### config.mk
export PLATFORM = sky130hd
export DESIGN_NAME = cpu_fetch
export DESIGN_NICKNAME = d
export VERILOG_FILES = /design/src/rtl/cpu_fetch.sv
export SDC_FILE = /design/constraint.sdc
export NUM_CORES = 1
export LEC_CHECK = 0
export ABC_AREA = 1
export CORE_MARGIN = 10
export CORE_UTILIZATION = 47
export CTS_BUF_LIST = sky130_fd_sc_hd__clkbuf_8
export DETAILED_ROUTE_END_ITERATION = 12
export PLACE_DENSITY = 0.89
export RECOVER_POWER = 25
export SLEW_MARGIN = 20
export SYNTH_ARGS = -nofsm -noshare
export SYNTH_HDL_FRONTEND = slang
export SYNTH_SLANG_ARGS = --single-unit
### constraint.sdc
create_clock -name clk -period 2.4 [get_ports clk]
set_input_delay 0.48 -clock clk [delete_from_list [all_inputs] [get_ports clk]]
set_output_delay 0.48 -clock clk [all_outputs]
set_load 0.01 [all_outputs]
### src/rtl/cpu_fetch.sv
// Instruction fetch stage: owns the PC, issues one word fetch at a time and
// holds the returned {pc, instruction} in a single output register for decode.
module cpu_fetch #(
  parameter logic [31:0] RESET_PC = 32'h0000_0000
) (
  input  logic        clk,
  input  logic        rst_n,
  output logic        imem_req_valid,
  input  logic        imem_req_ready,
  output logic [31:0] imem_req_addr,
  input  logic        imem_rsp_valid,
  input  logic [31:0] imem_rsp_data,
  input  logic        redirect_valid,
  input  logic [31:0] redirect_pc,
  output logic        if_valid,
  input  logic        if_ready,
  output logic [31:0] if_instruction,
  output logic [31:0] if_pc
);

  // Handshakes: a transfer happens on a rising edge where valid && ready.
  // Request valid never depends on imem_req_ready; if_valid never depends on if_ready.
  typedef enum logic [1:0] {
    S_IDLE = 2'd0,
    S_REQ  = 2'd1,
    S_WAIT = 2'd2
  } state_t;

  state_t      state_q, state_d;
  logic [31:0] pc_q, pc_d;
  logic        discard_q, discard_d;
  logic        if_valid_q, if_valid_d;
  logic [31:0] if_instr_q, if_instr_d;
  logic [31:0] if_pc_q, if_pc_d;

  logic        out_free;
  logic        req_valid;
  logic        req_fire;
  logic [31:0] redirect_target;

  always_comb begin
    out_free        = !if_valid_q || if_ready;
    req_valid       = (state_q == S_REQ) && out_free;
    req_fire        = req_valid && imem_req_ready;
    redirect_target = redirect_pc & ~32'd3;

    state_d    = state_q;
    pc_d       = pc_q;
    discard_d  = discard_q;
    if_valid_d = if_valid_q;
    if_instr_d = if_instr_q;
    if_pc_d    = if_pc_q;

    if (if_valid_q && if_ready) begin
      if_valid_d = 1'b0;
    end

    case (state_q)
      S_IDLE: begin
        state_d = S_REQ;
        if (redirect_valid) begin
          pc_d = redirect_target;
        end
      end

      S_REQ: begin
        if (req_fire) begin
          state_d = S_WAIT;
        end
        // A request accepted alongside a redirect carries the old pc, so its
        // response must be thrown away when it returns.
        if (redirect_valid) begin
          pc_d       = redirect_target;
          if_valid_d = 1'b0;
          if (req_fire) begin
            discard_d = 1'b1;
          end
        end
      end

      S_WAIT: begin
        if (imem_rsp_valid) begin
          state_d   = S_REQ;
          discard_d = 1'b0;
          if (!discard_q && !redirect_valid) begin
            if_valid_d = 1'b1;
            if_instr_d = imem_rsp_data;
            if_pc_d    = pc_q;
            pc_d       = pc_q + 32'd4;
          end
        end
        if (redirect_valid) begin
          pc_d       = redirect_target;
          if_valid_d = 1'b0;
          if (!imem_rsp_valid) begin
            discard_d = 1'b1;
          end
        end
      end

      default: begin
        state_d = S_IDLE;
      end
    endcase
  end

  always_ff @(posedge clk or negedge rst_n) begin
    if (!rst_n) begin
      state_q    <= S_IDLE;
      pc_q       <= RESET_PC & ~32'd3;
      discard_q  <= 1'b0;
      if_valid_q <= 1'b0;
      if_instr_q <= 32'd0;
      if_pc_q    <= 32'd0;
    end else begin
      state_q    <= state_d;
      pc_q       <= pc_d;
      discard_q  <= discard_d;
      if_valid_q <= if_valid_d;
      if_instr_q <= if_instr_d;
      if_pc_q    <= if_pc_d;
    end
  end

  assign imem_req_valid = req_valid;
  assign imem_req_addr  = pc_q;
  assign if_valid       = if_valid_q;
  assign if_instruction = if_instr_q;
  assign if_pc          = if_pc_q;

  // A stalled instruction must stay put until decode takes it or a redirect kills it.
  hold_stable_a : assert property (@(posedge clk) disable iff (!rst_n)
    (if_valid_q && !if_ready && !redirect_valid) |=>
      (if_valid_q && $stable(if_instr_q) && $stable(if_pc_q)));

endmodule

== Word-level counts from Yosys, hierarchy flattened ==
Cells that the tools add are included.

* Word-level logic and storage cells: 51
* Register bits after elaboration: 100
* Bits of input ports: 70

* Equality and inequality tests: 8
* Reduce and logical (&&, ||, !) cells: 16
* Add/subtract/negate cells: 1
* Multiplexer cells: 20

{| class="wikitable"
|+ Operator list
! kind !! number
|-
| $mux W32 || 4
|-
| $pmux W32 S2 || 1
|-
| $add A32 B3 Y32 const B || 1
|-
| $mux W1 || 10
|-
| $ne A2 B2 Y1 const B || 3
|-
| $ne A3 B3 Y1 const B || 2
|-
| $pmux W2 S3 || 1
|-
| $reduce_and A3 Y1 || 2
|-
| $logic_and A1 B1 Y1 || 4
|-
| $mux W2 || 2
|-
| $pmux W1 S2 || 2
|-
| $reduce_and A4 Y1 || 1
|-
| $reduce_bool A2 Y1 || 2
|-
| $logic_not A1 Y1 || 3
|-
| $eq A2 B1 Y1 const B || 1
|-
| $eq A2 B2 Y1 const B || 1
|-
| $logic_not A2 Y1 || 1
|-
| $ne A2 B1 Y1 const B || 1
|-
| $reduce_and A2 Y1 || 1
|-
| $reduce_or A2 Y1 || 1
|-
| $logic_or A1 B1 Y1 || 1
|}

== Logic depth before layout (Yosys ltp) ==
* Depth after elaboration: 7
* Gate-level depth with buffers: 12
* Depth with buffers taken out: 11

== Worst setup path after synthesis ==
OpenSTA, ideal clock, no wires.

* Kind: register to register
* From: reg state_q[0]
* To: reg pc_q[10] (netlist: imem_req_addr[10])
* Stages on the path, launching flop included: 12
* Buffers on the path: 2
* Period minus slack after synthesis: 1691 ps
* Data arrival time: 1565 ps
* Setup slack: 709 ps
* Path through: dfrtp_1 > inv_1 > ha_1 > inv_2 > nor2_2 > buf_4 > inv_2 > o21ai_4 > inv_2 > buf_6 > a21oi_1 > a21oi_1

* Cells in the longest elaborated chain, start to end: 4
* Elaborated cells on any way between the ends: 10
* Those cells by class: 5 x eq/ne; 1 x mux; 4 x reduce/logical

{| class="wikitable"
|+ RTL lines
! element !! line !! source
|-
| from (decl) || 29 || <nowiki>state_t state_q, state_d;</nowiki>
|-
| from (signal assigned) || 116 || <nowiki>state_q <= state_d;</nowiki>
|-
| $eq A2 B1 Y1 or $logic_not A2 Y1 (tied branches) || 58 || <nowiki>case (state_q)</nowiki>
|-
| $reduce_or A2 Y1 (no line) || -- ||
|-
| $ne A2 B1 Y1 (no line) or $reduce_bool A2 Y1 (tied branches) || -- ||
|-
| $reduce_and A4 Y1 (no line) || -- ||
|-
| to (signal assigned) || 110 || <nowiki>pc_q <= RESET_PC & ~32'd3;</nowiki>
|-
| to (signal assigned) || 117 || <nowiki>pc_q <= pc_d;</nowiki>
|-
| to (decl) || 30 || <nowiki>logic [31:0] pc_q, pc_d;</nowiki>
|}

Parallel ways exist; a longest one is shown, timed or not.
A chain may end at the register's enable or synchronous reset.

== Worst setup path after layout ==
* From: reg state_q[0]
* To: reg pc_q[11] (netlist: imem_req_addr[11])

Same word-level chain as after synthesis.

==> impl_metrics.py <==
metrics = {
    "run_status": {
        "status": "finished clean",
    },
    "logic_synthesis": {
        "synth_most_common_cell": "nand2_1",
        "netlist.area_leader.share_pct": 49.79,
        "ys_ff_latch": 96,
        "synth_edf_count": 0,
        "synthCells": 599,
        "ys_top_cells_by_area": "dfrtp_1 (50%), nand2_1 (14%), mux2_2 (8.4%)",
        "yosysWarnings": 0,
        "synth_area_sq_mm": 0.004825,
        "synth_ff_type": "dfrtp_1",
        "synth_top_area_cell": "dfrtp_1",
        "netlist_top_cells_count": "nand2_1 (178), dfrtp_1 (96), nor2_1 (91)",
        "yosysSeqAreaShare_pct": 49.79,
        "async_reset_ff_share_pct": 100.0,
        "synth.avg_cell_area_sq_um": 8.054,
        "ys_types": 26,
    },
    "clocking": {
        "htree_num_levels": 3,
        "cts_buffer_depth": 2,
        "cts_setup_buffers": 0,
        "cts.sinks": 96,
        "cts_tree": "yes",
        "insertion_delay_ps": 380,
        "numCtsBuffers": 9,
        "root_buffer": "clkbuf_8",
        "clk_pin_slew_ps": 100,
    },
    "pwr": {
        "cell_internal_pwr_uw": 4947,
        "switching_share_pct": 39.82,
        "clockPowerShare_pct": 14.4,
        "p_seq_share_pct": 36.4,
        "pwr-share-comb_pct": 49.2,
        "p_switching_uw": 3273,
        "vdd_ir_drop_max_mv": 0.4533,
        "power_density_mw_per_mm2": 1214,
        "p_leak_uw": 0.003075,
    },
    "finish": {
        "area_growth_pct": 40.38,
        "final_cell_area_sq_mm": 0.006773,
        "antenna_cells": 0,
        "final_layout_size_suffix_gt1_share_pct": 8.793,
        "fin_nets": 831,
        "fillers": 784,
        "fin_cells": 895,
    },
    "sta": {
        "setup_violations": 0,
        "slew_viol_final": 0,
        "min_period_ps": 2000,
        "finalClockSkew_ps": 13.28,
        "slew_headroom_pct": 24.25,
        "finalCritPeriodShare_pct": 83.33,
        "hold_viol": 0,
        "rsz0062_at_grt": "no",
        "timing.fmax_ghz": 0.5000,
        "tns_ps": 0,
        "tightestPinTransition_ps": 1136,
    },
    "worst_setup_path": {
        "cp.required_ps": 2690,
        "critPathKind": "register to register",
        "crit_start": "state_q[0]",
        "cp_max_fo": 31,
        "worstReg2RegStart": "state_q[0]",
        "start_kind": "register",
        "cp.arrival_ps": 2290,
        "endpoint_kind": "register",
    },
    "die": {
        "io_pins": 168,
        "rows": 36,
        "initial_core_util_pct": 48.91,
        "dieArea_sq_mm": 0.01472,
        "die_w_um": 121.3,
        "die_h_um": 121.3,
        "core_area_sq_mm": 0.009864,
    },
    "global_route": {
        "grt_usage_pct": 19.73,
        "grt_pass1_wl_mm": 23.09,
        "grt-ovfl-total": 0,
        "grt_max_degree": 78,
        "antenna_found_initial": 0,
        "grt_pass1_vias": 4556,
    },
    "route": {
        "vias": 4602,
        "viasPerCell": 5.142,
        "drt_iter0_drc": 423,
        "firstDrtPassIters": 5,
        "drc": 0,
        "postRouteAntennaNets": 0,
        "routed_wl_mm": 14.81,
        "wire_per_inst_um": 16.55,
    },
    "placement": {
        "portBuffers": 161,
        "hpwl_mm": 11.60,
        "placed_cells": 879,
        "place.gp.congestion": 0.9809,
        "dpl_cell_area_sq_mm": 0.006565,
    },
    "job": {
        "drv_cap": 0,
    },
    "hold_path": {
        "hold_path.class": "primary input to async pin",
    },
}
==> registers in the layout, indices dropped and copies added (netlist names) <==
| name | cells |
|---|---|
| if_pc | 30 |
| imem_req_addr | 30 |
| if_instruction | 32 |
| if_valid | 1 |
| state_q | 2 |
| discard_q | 1 |
==> power groups by stage <==
stage / Combinational, uW / Sequential, uW / Clock (uW)
floorplan: 1620 / 3230 / 0
global placement: 3940 / 2970 / 0
detailed placement: 4070 / 3010 / 0
CTS: 4090 / 2980 / 1200
global route: 4450 / 3100 / 1270
finish: 4040 / 2990 / 1180
==> layer usage <==
metal | wire (um) | GRT usage (%) | vias to the layer above
li1 | - | - | 2221
met5 | 0 | 0 | -
met2 | 6934 | 32.27 | 201
met4 | 332 | 7.675 | 0
met1 | 6222 | 23.97 | 2156
met3 | 1324 | 5.724 | 24
==> cells in the final DEF (no fill, tap or decap), types with 2 or more instances in the layout <==
master and n:
a21oi_1 14, a31oi_1 2, buf_4 6, bufinv_16 2, clkbuf_2 2, clkbuf_8 9
clkdlybuf4s50_1 159, clkinvlp_4 2, conb_1 4, dfrtp_1 96, ha_1 3, inv_1 49
inv_2 3, mux2_2 36, nand2_1 177, nand3_1 32, nand4_1 2, nor2_1 91
nor3_1 3, o21ai_0 46, o21ai_1 6, o22ai_1 5, xor2_1 2
==> cell families after synthesis <==
kind of cell | synth area share, %
multiplexers | 8.403
AO/OA/AOI/OAI | 8.247
other | 0.07773
AND/OR/NAND/NOR | 25.23
buffers and inverters | 6.846
flip-flops | 49.79
adder cells (fa/ha/maj) | 1.037
XOR/XNOR | 0.3631
==> final cells by class <==
class / count / area, sq um / area share (%)
multi-input combinational: 430 / 2113 / 31.20
inverter: 51 / 191.4 / 2.827
clock inverter: 7 / 96.34 / 1.423
tap: 133 / 166.4 / 2.457
clock buffer: 9 / 123.9 / 1.829
sequential: 96 / 2402 / 35.47
timing repair buffer: 169 / 1679 / 24.79
==> path summary, 6_finish.rpt <==
check	endpoint	slack, ps	depth (start not counted)
max in group asynchronous	if_pc[21]	620	2
worst max-delay path	imem_req_addr[11]	400	10
min in group clk	if_pc[31]	490	2
worst max register to register	imem_req_addr[11]	400	10
worst min-delay path	if_instruction[30]	310	1
worst min register to register	if_pc[31]	490	2
==> worst max-delay path, cell delays in order (launching register included) <==
cell and delay (ps):
dfrtp_1 410, inv_1 120, ha_1 270, inv_2 80
nor2_4 130, buf_4 330, nand3_1 190, nor3_1 200
o21ai_1 80, nand2_1 80, inv_1 30
==> per-stage QoR <==
stage                     hold WS, ps  total power (uW)  util [%]  setup WS (ps)
after floorplan                 184.4              4845         -          709.3
after global placement          467.8              6910     66.55          274.1
after detailed placement        471.9              7082     66.55          225.8
after CTS                       112.7              8272     68.78          35.47
after global routing            394.6              8821     68.66          244.7
final                           307.2              8220     68.66          400.0
==> repair_timing <==
action | CTS | global route
setup endpoints to repair | 0 | 1
resized for setup | 0 | 2
hold buffers | 0 | 0
Note: power is estimated with default switching activity, not from simulation.
